--- config.mk ---
export PLATFORM = sky130hd
export DESIGN_NAME = mem_stage
export DESIGN_NICKNAME = d
export VERILOG_FILES = /design/src/rtl/mem_stage.sv
export SDC_FILE = /design/constraint.sdc
export NUM_CORES = 1
export LEC_CHECK = 0
export BUFFER_PORTS_ARGS = -buffer_cell sky130_fd_sc_hd__buf_2
export CAP_MARGIN = 5
export CELL_PAD_IN_SITES_DETAIL_PLACEMENT = 0
export CELL_PAD_IN_SITES_GLOBAL_PLACEMENT = 1
export CORE_MARGIN = 2
export CORE_UTILIZATION = 28
export CTS_CLUSTER_DIAMETER = 30
export DETAILED_ROUTE_END_ITERATION = 8
export MAX_ROUTING_LAYER = met4
export PLACE_DENSITY = 0.78
export SLEW_MARGIN = 20
export SYNTH_ARGS = -nofsm -noshare
export SYNTH_HDL_FRONTEND = slang
export SYNTH_SLANG_ARGS = --single-unit
--- constraint.sdc ---
create_clock -name clk_i -period 2.35 [get_ports clk_i]
set_clock_uncertainty 0.2 [all_clocks]
set_input_delay 0.3525 -clock clk_i [delete_from_list [all_inputs] [get_ports clk_i]]
set_output_delay 0.3525 -clock clk_i [all_outputs]
set_load 0.005 [all_outputs]
--- src/rtl/mem_stage.sv ---
// Memory-access stage: req/ack data-memory transaction, load align/extend, store lane placement.
// Optional misaligned-access trap enabled by defining MEM_MISALIGN_CHECK_EN.
`ifndef CPU_WIDTH
`define CPU_WIDTH 64
`endif

// state | meaning
// IDLE  | no access in flight; request driven combinationally for a memory op
// BUSY  | request issued, waiting for dmem_ack_i
// DONE  | access finished; load result / error presented until the M stage advances
module mem_stage #(
  parameter int XLEN     = `CPU_WIDTH,
  parameter int STRB_W   = XLEN / 8,
  parameter int ADDR_LSB = 3
) (
  input  logic              clk_i,
  input  logic              rst_n_i,
  input  logic [6:0]        M_opcode_i,
  input  logic [2:0]        M_funct3_i,
  input  logic [XLEN-1:0]   M_valE_i,
  input  logic [XLEN-1:0]   M_valA_i,
  input  logic              M_stall_i,
  output logic              dmem_req_o,
  output logic              dmem_we_o,
  output logic [XLEN-1:0]   dmem_addr_o,
  output logic [XLEN-1:0]   dmem_wdata_o,
  output logic [STRB_W-1:0] dmem_wstrb_o,
  input  logic              dmem_ack_i,
  input  logic [XLEN-1:0]   dmem_rdata_i,
  output logic [XLEN-1:0]   m_valM_o,
  output logic              mem_stall_o,
  output logic              mem_err_o
);

  typedef enum logic [1:0] {IDLE, BUSY, DONE} state_t;

  state_t          state;
  logic            ld_q;
  logic            err_q;
  logic [XLEN-1:0] rdata_q;

  logic                is_load;
  logic                is_store;
  logic                mem_op;
  logic                misaligned;
  logic                issue;
  logic [1:0]          size;
  logic [ADDR_LSB-1:0] off;
  logic [XLEN-1:0]     rd_shift;
  logic [XLEN-1:0]     ld_ext;
  logic [XLEN-1:0]     wdata_c;
  logic [STRB_W-1:0]   strb_mask;
  logic [STRB_W-1:0]   wstrb_c;

  assign is_load  = (M_opcode_i == 7'h03);
  assign is_store = (M_opcode_i == 7'h23);
  assign mem_op   = is_load | is_store;
  assign size     = M_funct3_i[1:0];
  assign off      = M_valE_i[ADDR_LSB-1:0];
  assign rd_shift = dmem_rdata_i >> {off, 3'b000};

  always_comb begin
    ld_ext = '0;
    case (M_funct3_i)
      3'd0:    ld_ext = {{(XLEN-8){rd_shift[7]}},   rd_shift[7:0]};
      3'd1:    ld_ext = {{(XLEN-16){rd_shift[15]}}, rd_shift[15:0]};
      3'd2:    ld_ext = {{(XLEN-32){rd_shift[31]}}, rd_shift[31:0]};
      3'd3:    ld_ext = rd_shift;
      3'd4:    ld_ext = {{(XLEN-8){1'b0}},  rd_shift[7:0]};
      3'd5:    ld_ext = {{(XLEN-16){1'b0}}, rd_shift[15:0]};
      3'd6:    ld_ext = {{(XLEN-32){1'b0}}, rd_shift[31:0]};
      default: ld_ext = '0;
    endcase
  end

  // Store data is replicated across every lane so the strobes alone pick the bytes.
  always_comb begin
    wdata_c   = M_valA_i;
    strb_mask = STRB_W'(8'hFF);
    case (size)
      2'd0: begin
        wdata_c   = {(XLEN/8){M_valA_i[7:0]}};
        strb_mask = STRB_W'(8'h01);
      end
      2'd1: begin
        wdata_c   = {(XLEN/16){M_valA_i[15:0]}};
        strb_mask = STRB_W'(8'h03);
      end
      2'd2: begin
        wdata_c   = {(XLEN/32){M_valA_i[31:0]}};
        strb_mask = STRB_W'(8'h0F);
      end
      default: begin
        wdata_c   = M_valA_i;
        strb_mask = STRB_W'(8'hFF);
      end
    endcase
  end

  // Strobes that run past the top lane are dropped by the shift width.
  assign wstrb_c = strb_mask << off;

`ifdef MEM_MISALIGN_CHECK_EN
  logic [ADDR_LSB-1:0] align_mask;
  always_comb begin
    case (size)
      2'd0:    align_mask = '0;
      2'd1:    align_mask = ADDR_LSB'(1);
      2'd2:    align_mask = ADDR_LSB'(3);
      default: align_mask = ADDR_LSB'(7);
    endcase
  end
  assign misaligned = mem_op && ((off & align_mask) != '0);
`else
  assign misaligned = 1'b0;
`endif

  // Reset gates the combinational outputs so an in-flight request drops immediately.
  assign issue        = rst_n_i && (((state == IDLE) && mem_op && !misaligned) || (state == BUSY));
  assign dmem_req_o   = issue;
  assign dmem_we_o    = issue && is_store;
  assign dmem_addr_o  = issue ? {M_valE_i[XLEN-1:ADDR_LSB], {ADDR_LSB{1'b0}}} : '0;
  assign dmem_wdata_o = (issue && is_store) ? wdata_c : '0;
  assign dmem_wstrb_o = (issue && is_store) ? wstrb_c : '0;
  assign mem_stall_o  = rst_n_i && (((state == IDLE) && mem_op) || (state == BUSY));
  assign m_valM_o     = ((state == DONE) && ld_q) ? rdata_q : '0;
  assign mem_err_o    = (state == DONE) && err_q;

  always_ff @(posedge clk_i or negedge rst_n_i) begin
    if (!rst_n_i) begin
      state   <= IDLE;
      rdata_q <= '0;
      ld_q    <= 1'b0;
      err_q   <= 1'b0;
    end else begin
      case (state)
        IDLE: begin
          if (mem_op) begin
            if (misaligned) begin
              state <= DONE;
              ld_q  <= 1'b0;
              err_q <= 1'b1;
            end else if (dmem_ack_i) begin
              state <= DONE;
              ld_q  <= is_load;
              err_q <= 1'b0;
              if (is_load) rdata_q <= ld_ext;
            end else begin
              state <= BUSY;
            end
          end
        end
        BUSY: begin
          if (dmem_ack_i) begin
            state <= DONE;
            ld_q  <= is_load;
            err_q <= 1'b0;
            if (is_load) rdata_q <= ld_ext;
          end
        end
        DONE: begin
          if (!M_stall_i) state <= IDLE;
        end
        default: state <= IDLE;
      endcase
    end
  end

endmodule

==> summary.md, run 1 <==
| Metric | Value |
|---|---|
| Area of the multi-input gates | 4952 µm² |
| Commonest cells after routing, fill and taps aside | buf_2, and2_1, nand2_1, dfrtp_1, mux2i_1 |
| Post-route cell area | 10,340 µm² |
| Crit path kind | in -> out |
| CP Capture Type | primary output |
| Placeable Area | 23,540 µm² |
| CP Launch Type | primary input |
| Register Area | 1677 µm² |
| CTS Buffer Depth | 2 |
| Highest Clock Rate | 397.7 MHz |
| Fin. Hold Viols | 0 |
| #FFs+latches synth | 67 |
| Remaining global-route overflow | 0 |
| Status | finished with violations |
| Initial Util | 28.55% |
| Placed Area | 9420 µm² |
| Number of cell rows | 56 |
| Post-DP HPWL | 26.28 mm |
| Initial antenna violation count | 2 |
| WL/cell | 21.97 µm |
| CTS sink count | 67 |
| Nets | 1,417 |
| DRT antenna net count | 0 |
| Number of enable flip-flop cells after synthesis | 0 |
| I/O pin count | 410 |
| Clock Latency Late Sink | 0.34 ns |
| Fraction of layout cells with a size suffix above 1 | 50.00% |
| CTS tree | yes |
| Worst path arrival time | 1.96 ns |
| Setup ws final | -0.1642 ns |
| Vias in the first global route | 7,890 |
| WP data required | 1.80 ns |
| CTS Root Cell | clkbuf_16 |
| CP max stage delay | 0.56 ns |
| Yosys top cell area share | 24.94% |
| Width of the die | 158.9 µm |
| Ys Warns | 0 |
| RSZ-0062 raised after global routing | yes |
| Final setup viols | 136 |
| Routed vias/inst | 5.216 |
| Crit-path max FO | 6 |
| Placed instance count | 1,507 |
| Peak VDD IR | 0.3947 mV |
| GP Congestion | 0.9528 |
| Hold Path Class | in -> reg |
| Post-synth ARST share | 100.0% |
| Clock slew at reported path FFs | 0.06 ns |
| Ys flop type | dfrtp_1 |
| Slew HR | 41.23% |
| Lkg Pwr | 0.005377 µW |
| GR Util All Layers | 26.20% |
| Initial drt markers | 573 |
| Count of pins over their slew limit | 0 |
| DRC errors left | 0 |
| Fin cells | 1,536 |
| Crit-path cells | buf_6, or4_4, nor2_4, nand3_4, buf_12, buf_16, a211oi_2, buf_2 |
| Fillcell total | 2,390 |
| Via count | 8,012 |
| Avg Inst Size Synth | 8.288 µm² |
| Most common cell after layout, fill and taps aside | buf_2 |
| Mapped Cells | 811 |
| Area of the die | 25,260 µm² |
| Final WL | 33.74 mm |
| Pwr Density | 367.0 nW/µm² |
| CTS Buf Count | 9 |
| Util after Layout | 43.94% |
| Synthesized area | 6721 µm² |
| Final period util | 107.0% |
| Distinct cells, synth | 46 |
| Die Ht | 158.9 µm |
| I/O Buffers | 405 |
| H-Tree Depth | 3 |
| Area growth, synth to finish | 53.91% |
| Minimum clock period | 2.514 ns |
| Global-route wire length before repair | 49.11 mm |
| Largest net degree at the start of global routing | 67 |
| Total of max-cap violations | 0 |
| Dominant cell type by area after synthesis | dfrtp_1 |
| Top cells by area, synth | dfrtp_1, and2_1, mux2i_1, mux4_2, a211oi_1 |
| Highest-delay cell along the critical path | or4_4 |
| Failing checks | negative setup slack |
| Drt first pass iters | 5 |
| Worst-margin pin slew | 0.8798 ns |
| Sequential area share after synthesis | 24.94% |
-- kinds of logic (layout without fill, tap and decap cells) --
logic type	count (synthesis)	after routing	synth area share (%)
mux	102	102	19.73
other cells	1	5	0.05579
compound gates	201	201	21.71
flops	67	67	24.94
buf+inv	102	504	6.776
simple gates	338	338	26.79
-- registers in the layout, indices dropped and copies added, names as in the netlist --
| name | flops |
|---|---|
| state | 2 |
| ld_q | 1 |
| rdata_q | 64 |
-- layer usage --
layer	routed length (µm)	up-vias	global-route usage, %	share of wire, %
met2	17680	351	47.80	52
met5	0	-	-	0
li1	-	3742	-	-
met4	996	0	8.884	3.0
met3	1977	44	3.855	5.9
met1	13090	3875	29.26	39
-- area by class of cell --
type / count / area share (%)
inverter: 10 / 0.3628
timing repair buffer: 478 / 28.45
clock inverter: 6 / 0.9192
clock buffer: 10 / 2.310
multi-input combinational: 645 / 47.87
sequential: 67 / 16.21
antenna: 1 / 0.02419
tap: 319 / 3.858
-- worst max-delay path, delay by kind of cell --
kind                   cells  cell delay, ns
AO/OA/AOI/OAI              1            0.19
buffers and inverters      4            0.58
AND/OR/NAND/NOR            3            0.83
-- where the power goes --
part           total, µW  leakage (µW)  internal (µW)  switching (µW)
clock network       1530      0.000164            969             558
registers           1240      0.000927           1200            33.1
logic               1030       0.00429            476             556
total               3800       0.00538           2650            1150
-- cell usage after synthesis, types with 3 or more instances --
cell type  count
a211oi_1      49
a21oi_1       26
a22o_1        30
a22oi_1       36
and2_1       135
and3_1         3
buf_1         11
buf_2         25
buf_4          5
buf_6          3
clkbuf_1      48
dfrtp_1       67
inv_1         10
mux2_2        24
mux2i_1       56
mux4_2        22
nand2_1       79
nand2b_1       4
nand3_1        7
nand4_1       18
nor2_1        53
nor2b_1       12
nor3_1        12
o21a_1        18
o21ai_0       11
o22ai_1       16
o2bb2ai_1      7
-- final timing paths --
check	startpoint	end	slack, ns	cells past startpoint
setup reg to reg	state[1]$_DFFE_PN0P_	rdata_q[50]$_DFFE_PN0P_	0.21	5
hold reg to reg	rdata_q[7]$_DFFE_PN0P_	rdata_q[7]$_DFFE_PN0P_	0.26	2
setup / recovery	M_opcode_i[3]	dmem_wdata_o[44]	-0.16	8
max in group asynchronous	rst_n_i	rdata_q[46]$_DFFE_PN0P_	0.63	4
min in group asynchronous	rst_n_i	rdata_q[12]$_DFFE_PN0P_	0.46	3
hold / removal	M_stall_i	state[1]$_DFFE_PN0P_	0.08	3
-- metrics by stage --
| step | worst slack (ns) | TNS [ns] | hold WS [ns] | total power [µW] |
|---|---|---|---|---|
| 6_report | -0.1642 | -10.21 | 0.08039 | 3797 |
| 3_5_place_dp | -0.2618 | -25.13 | 0.2555 | 2236 |
| 3_3_place_gp | -0.2347 | -23.32 | 0.2552 | 2228 |
| 5_1_grt | -0.2324 | -20.90 | 0.09063 | 3949 |
| 2_1_floorplan | 0.01890 | 0 | -0.1431 | 1754 |
| 4_1_cts | -0.1443 | -10.69 | 0.06799 | 3782 |
-- what timing repair did --
item | in CTS | in global routing
buffers inserted | 3 | 2
hold buffers | 2 | 0
endpoints found under the setup margin | 124 | 172
gates resized for setup | 68 | 19
gates cloned | 3 | 2
hold endpoints to repair | 31 | 0
pin swaps | 4 | 11
Note: power is estimated with default switching activity, not from simulation.
==> inputs of run 2 (changes only) <==
ABC_AREA = 1   (was not set)
CORE_UTILIZATION = 25   (was 28)
CTS_CLUSTER_SIZE = 24   (was not set)
PLACE_DENSITY = 0.76   (was 0.78)
==> summary.md, run 2 <==
| Metric | Value |
|---|---|
| Ys Warns | 0 |
| Util after Layout | 36.95% |
| Number of enable flip-flop cells after synthesis | 0 |
| Post-DP HPWL | 29.42 mm |
| CP Capture Type | primary output |
| Max FFs per register | 64 |
| WL/cell | 17.45 µm |
| Hold Path Class | in -> reg |
| Via count | 9,320 |
| Synthesized area | 7032 µm² |
| Drt first pass iters | 5 |
| Top-count cell post-synth | nand2_1 |
| Top cells by area, synth | dfrtp_1, nand2_1, nor2_1, inv_1, nand3_1 |
| Remaining global-route overflow | 0 |
| Sequential area share after synthesis | 23.84% |
| Final WL | 36.10 mm |
| GP Congestion | 0.9335 |
| Crit-path max FO | 26 |
| WHS | 0.09410 ns |
| Largest net degree at the start of global routing | 67 |
| Slew HR | 40.87% |
| Placeable Area | 27,710 µm² |
| R2r setup slk | 0.74 ns |
| CP Launch Type | primary input |
| Initial antenna violation count | 3 |
| Leading registers by flop count | rdata_q (64), state (2), ld_q (1) |
| #FFs+latches synth | 67 |
| Ys flop type | dfrtp_1 |
| CTS sink count | 67 |
| Fillcell total | 3,234 |
| Crit path kind | in -> out |
| Commonest cells after routing, fill and taps aside | buf_2, nand2_1, nor2_1, inv_1, nand3_1 |
| Nets | 1,888 |
| Placed Area | 9682 µm² |
| Count of pins over their slew limit | 0 |
| Routed vias/inst | 4.507 |
| Width of the die | 171.7 µm |
| Post-route cell area | 10,240 µm² |
| Total of max-cap violations | 0 |
| Yosys top cell area share | 23.84% |
| Final TNS setup | 0 ns |
| Crit-path cells | buf_2, nor3_2, nand2_1, buf_4, nor2_4, inv_2, buf_12, nor2_2, a22o_1, buf_2 |
| Worst-margin pin slew | 0.8870 ns |
| WP data required | 1.80 ns |
| Most common library cells after synthesis | nand2_1, nor2_1, inv_1 |
| Number of cell rows | 61 |
| Lkg Pwr | 0.006240 µW |
| Distinct cells, synth | 39 |
| Cell family contributing the most delay on the critical path | buffers and inverters |
| Global-route wire length before repair | 51.92 mm |
| Dominant cell type by area after synthesis | dfrtp_1 |
| I/O pin count | 410 |
| CTS tree | yes |
| Initial drt markers | 719 |
| Largest Register | rdata_q |
| CP max stage delay | 0.19 ns |
| Highest-delay cell along the critical path | nor2_4 |
| Die Ht | 171.7 µm |
| DRT antenna net count | 0 |
| Worst path arrival time | 1.74 ns |
| Fraction of layout cells with a size suffix above 1 | 32.19% |
| Final setup viols | 0 |
| Area growth, synth to finish | 45.57% |
| Status | completed |
| Minimum clock period | 2.289 ns |
| CTS Buf Count | 9 |
| CTS Root Cell | clkbuf_16 |
| Area of the die | 29,480 µm² |
| DRC errors left | 0 |
| Avg Inst Size Synth | 5.481 µm² |
| Final period util | 97.40% |
| Mapped Cells | 1,283 |
| I/O Buffers | 405 |
| GR Util All Layers | 23.97% |
| RSZ-0062 raised after global routing | yes |
| Peak VDD IR | 0.3290 mV |
| CTS Buffer Depth | 2 |
| Fin. Hold Viols | 0 |
| CP Buf/Inv Count | 5 |
| Post-synth ARST share | 100.0% |
| Clock slew at reported path FFs | 0.06 ns |
| Vias in the first global route | 8,901 |
| Initial Util | 25.38% |
| Most common cell after layout, fill and taps aside | buf_2 |
| Most frequent CP cell | buf_2 |
| Pwr Density | 448.8 nW/µm² |
| Highest Clock Rate | 436.9 MHz |
| Clock Latency Late Sink | 0.34 ns |
| H-Tree Depth | 3 |
-- run 2: routing by layer --
| layer | GRT usage [%] | vias up | share of wire (%) |
|---|---|---|---|
| met5 | - | - | 0 |
| li1 | - | 4782 | - |
| met4 | 7.332 | 0 | 2.3 |
| met2 | 38.20 | 326 | 47 |
| met1 | 30.69 | 4176 | 44 |
| met3 | 4.602 | 36 | 6.2 |
-- run 2: where the power goes --
part	switching [µW]	internal [µW]	total, µW
sequential	45.6	1240	1290
clock	519	985	1500
combinational	1080	723	1800
total	1640	2950	4590
-- run 2: path summary, 6_finish.rpt --
kind	start	end	depth (start not counted)
max	M_opcode_i[3]	dmem_wdata_o[9]	10
min	M_stall_i	state[1]$_DFFE_PN0P_	3
max reg2reg	state[1]$_DFFE_PN0P_	rdata_q[58]$_DFFE_PN0P_	6
min reg2reg	rdata_q[43]$_DFFE_PN0P_	rdata_q[43]$_DFFE_PN0P_	2
max in group asynchronous	rst_n_i	rdata_q[50]$_DFFE_PN0P_	3
min in group asynchronous	rst_n_i	rdata_q[3]$_DFFE_PN0P_	3
-- run 2: repair_timing --
action | 4_1_cts | 5_1_grt
pin swaps | 0 | 4
buffers inserted | 0 | 1
hold buffers | 1 | 0
setup endpoints to repair | 13 | 87
resized for setup | 3 | 28
endpoints found under the hold margin | 1 | 0
cloned | 0 | 4
-- run 2: kinds of logic (layout without fill, tap and decap cells) --
logic type / count (synthesis) / count (layout) / synth area share [%]
AOI/OAI and AO/OA: 184 / 184 / 14.59
other: 1 / 7 / 0.05333
DFF: 67 / 67 / 23.84
and+or+nand+nor: 752 / 752 / 44.16
buffers and inverters: 276 / 677 / 16.92
muxes: 3 / 3 / 0.4271
-- run 2: cell type report --
type                    instances  area, µm²  area share (%)
well taps                     378      473.0           4.620
clock buffers                  12      256.5           2.506
flip-flops and latches         67       1677           16.38
multi-input cells             943       4294           41.95
clock inverters                 4      72.57          0.7090
diodes                          3      7.507         0.07334
repair buffers                475       2753           26.89
inverters                     186      703.2           6.870
-- run 2: worst min-delay path, cell delays in order --
cell and delay (ns):
buf_2 0.08, nand3_1 0.08, nand2_1 0.08
-- run 2: stage by stage --
step / instances / power (µW) / setup WS (ns)
floorplan: 1286 / 2138 / 0.3680
global placement: 2043 / 2902 / -0.04419
detailed placement: 2043 / 2906 / -0.02668
CTS: 2060 / 4430 / 0.0005098
global route: 2068 / 4885 / -0.003696
finish: 2068 / 4594 / 0.06113
==> inputs of run 3 (changes only) <==
CORE_UTILIZATION = 28   (was 25)
PLACE_DENSITY = 0.81   (was 0.76)
clock period = 2.4 ns   (was 2.35 ns; I/O delays follow)
==> summary.md, run 3 (synthesis gave the netlist of run 2 again) <==
| Metric | Value |
|---|---|
| Width of the die | 162.5 µm |
| Remaining global-route overflow | 0 |
| CP Launch Type | flip-flop |
| Fraction of layout cells with a size suffix above 1 | 31.44% |
| Leading registers by flop count | rdata_q (64), state (2), ld_q (1) |
| Fin cells | 2,002 |
| CTS tree | yes |
| Hold buffer count at CTS | 0 |
| Nets | 1,877 |
| Total of max-cap violations | 0 |
| CTS Buffer Depth | 2 |
| Highest Clock Rate | 429.1 MHz |
| Largest Register | rdata_q |
| Minimum clock period | 2.331 ns |
| Seq pwr share | 29.1% |
| Psw | 1574 µW |
| Crit-path max FO | 8 |
| Worst path arrival time | 1.77 ns |
| Largest net degree at the start of global routing | 68 |
| Count of pins over their slew limit | 0 |
| Post-route cell area | 10,010 µm² |
| Placed Area | 9514 µm² |
| Die Ht | 162.5 µm |
| Crit path kind | reg -> out |
| WP data required | 1.84 ns |
| H-Tree Depth | 3 |
| Slew HR | 40.84% |
| Commonest cells after routing, fill and taps aside | buf_2, nand2_1, nor2_1, inv_1, nand3_1 |
| Drt first pass iters | 5 |
| Combinational Power Share | 38.5% |
| Global-route wire length before repair | 51.20 mm |
| Vias in the first global route | 8,987 |
| Pwr Density | 433.2 nW/µm² |
| CP Capture Type | primary output |
| I/O Buffers | 405 |
| Post-DP HPWL | 28.01 mm |
| CTS Root Cell | clkbuf_16 |
| Worst-margin pin slew | 0.8875 ns |
| Placeable Area | 24,460 µm² |
| Initial Util | 28.75% |
| Clock share of power | 32.3% |
| Area growth, synth to finish | 42.29% |
| DP Worst Slack | -0.05829 ns |
| Initial drt markers | 792 |
| GR Util All Layers | 25.59% |
| Final period util | 97.11% |
| Hold Path Class | in -> reg |
| Status | completed |
| Most common cell after layout, fill and taps aside | buf_2 |
| Fin. Hold Viols | 0 |
| CTS Buf Count | 9 |
| Area of the die | 26,400 µm² |
| Number of cell rows | 57 |
| Internal power | 2761 µW |
| WL/cell | 17.18 µm |
| DRC errors left | 0 |
| Via count | 9,451 |
| Final TNS setup | 0 ns |
| CTS sink count | 67 |
| Placed instance count | 1,979 |
| Peak VDD IR | 0.3240 mV |
| Clock slew at reported path FFs | 0.06 ns |
| Routed vias/inst | 4.721 |
| Lkg Pwr | 0.006156 µW |
| Max FFs per register | 64 |
| GP Congestion | 0.9825 |
| Setup ws final | 0.06935 ns |
| I/O pin count | 410 |
| Final setup viols | 0 |
| Clock Latency Late Sink | 0.34 ns |
| RSZ-0062 raised after global routing | yes |
| Sw Ratio | 36.30% |
| DRT antenna net count | 0 |
| Final WL | 34.39 mm |
| Initial antenna violation count | 2 |
[run 3: worst paths after layout]
kind                                          from                      end  slack, ns  cells after the start
setup / recovery              state[1]$_DFFE_PN0P_         dmem_wdata_o[59]       0.07                      7
hold / removal                           M_stall_i     state[1]$_DFFE_PN0P_       0.10                      3
setup reg to reg              state[1]$_DFFE_PN0P_  rdata_q[16]$_DFFE_PN0P_       0.82                      6
hold reg to reg            rdata_q[53]$_DFFE_PN0P_  rdata_q[53]$_DFFE_PN0P_       0.28                      2
max in group asynchronous                  rst_n_i  rdata_q[52]$_DFFE_PN0P_       1.22                      2
min in group asynchronous                  rst_n_i   rdata_q[5]$_DFFE_PN0P_       0.16                      2
[run 3: routing by layer]
| layer | vias up | share of wire (%) | wire, µm | track usage (%) |
|---|---|---|---|---|
| met4 | 0 | 2.8 | 974 | 9.010 |
| li1 | 4754 | - | - | - |
| met3 | 43 | 5.3 | 1837 | 2.878 |
| met5 | - | 0 | 0 | - |
| met2 | 350 | 47 | 16190 | 41.16 |
| met1 | 4304 | 45 | 15380 | 33.44 |
[run 3: per-stage QoR]
| stage | total power, µW | util [%] | hold slack [ns] |
|---|---|---|---|
| after detailed placement | 2795 | 38.89 | 0.2664 |
| after global placement | 2787 | 38.89 | 0.2641 |
| after global routing | 4585 | 40.90 | 0.1247 |
| final | 4335 | 40.90 | 0.1047 |
| after floorplan | 2094 | - | -0.1356 |
| after CTS | 4239 | 40.38 | 0.08722 |
[run 3: layout make-up]
cell class                 count  area, µm²
fill                        2758      14460
timing repair buffer         464       2629
multi-input combinational    943       4268
sequential                    67       1678
inverter                     186      705.7
clock buffer                  13      270.3
antenna                        2      5.005
clock inverter                 3      45.04
tap                          324      405.4
[run 3: power by group through the flow]
stage	logic [µW]	registers, µW	clock network [µW]
2_1_floorplan	823	1270	0
3_3_place_gp	1500	1280	0
3_5_place_dp	1510	1280	0
4_1_cts	1540	1260	1440
5_1_grt	1840	1270	1480
6_report	1670	1260	1400
[run 3: timing repair]
item                                    in CTS  in global routing
cloned                                       0                  3
buffers inserted                             1                  1
pin swaps                                    2                  4
endpoints found under the setup margin      25                 47
gates resized for setup                      9                 15
endpoints found under the hold margin        0                  0
[run 3: worst max-delay path, cell delays in order, from the launching register on]
cell and delay [ns]:
dfrtp_2 0.42, inv_4 0.08, nand3_2 0.08, nor2_4 0.16
buf_6 0.15, o21ai_0 0.13, nor2_1 0.19, buf_2 0.20
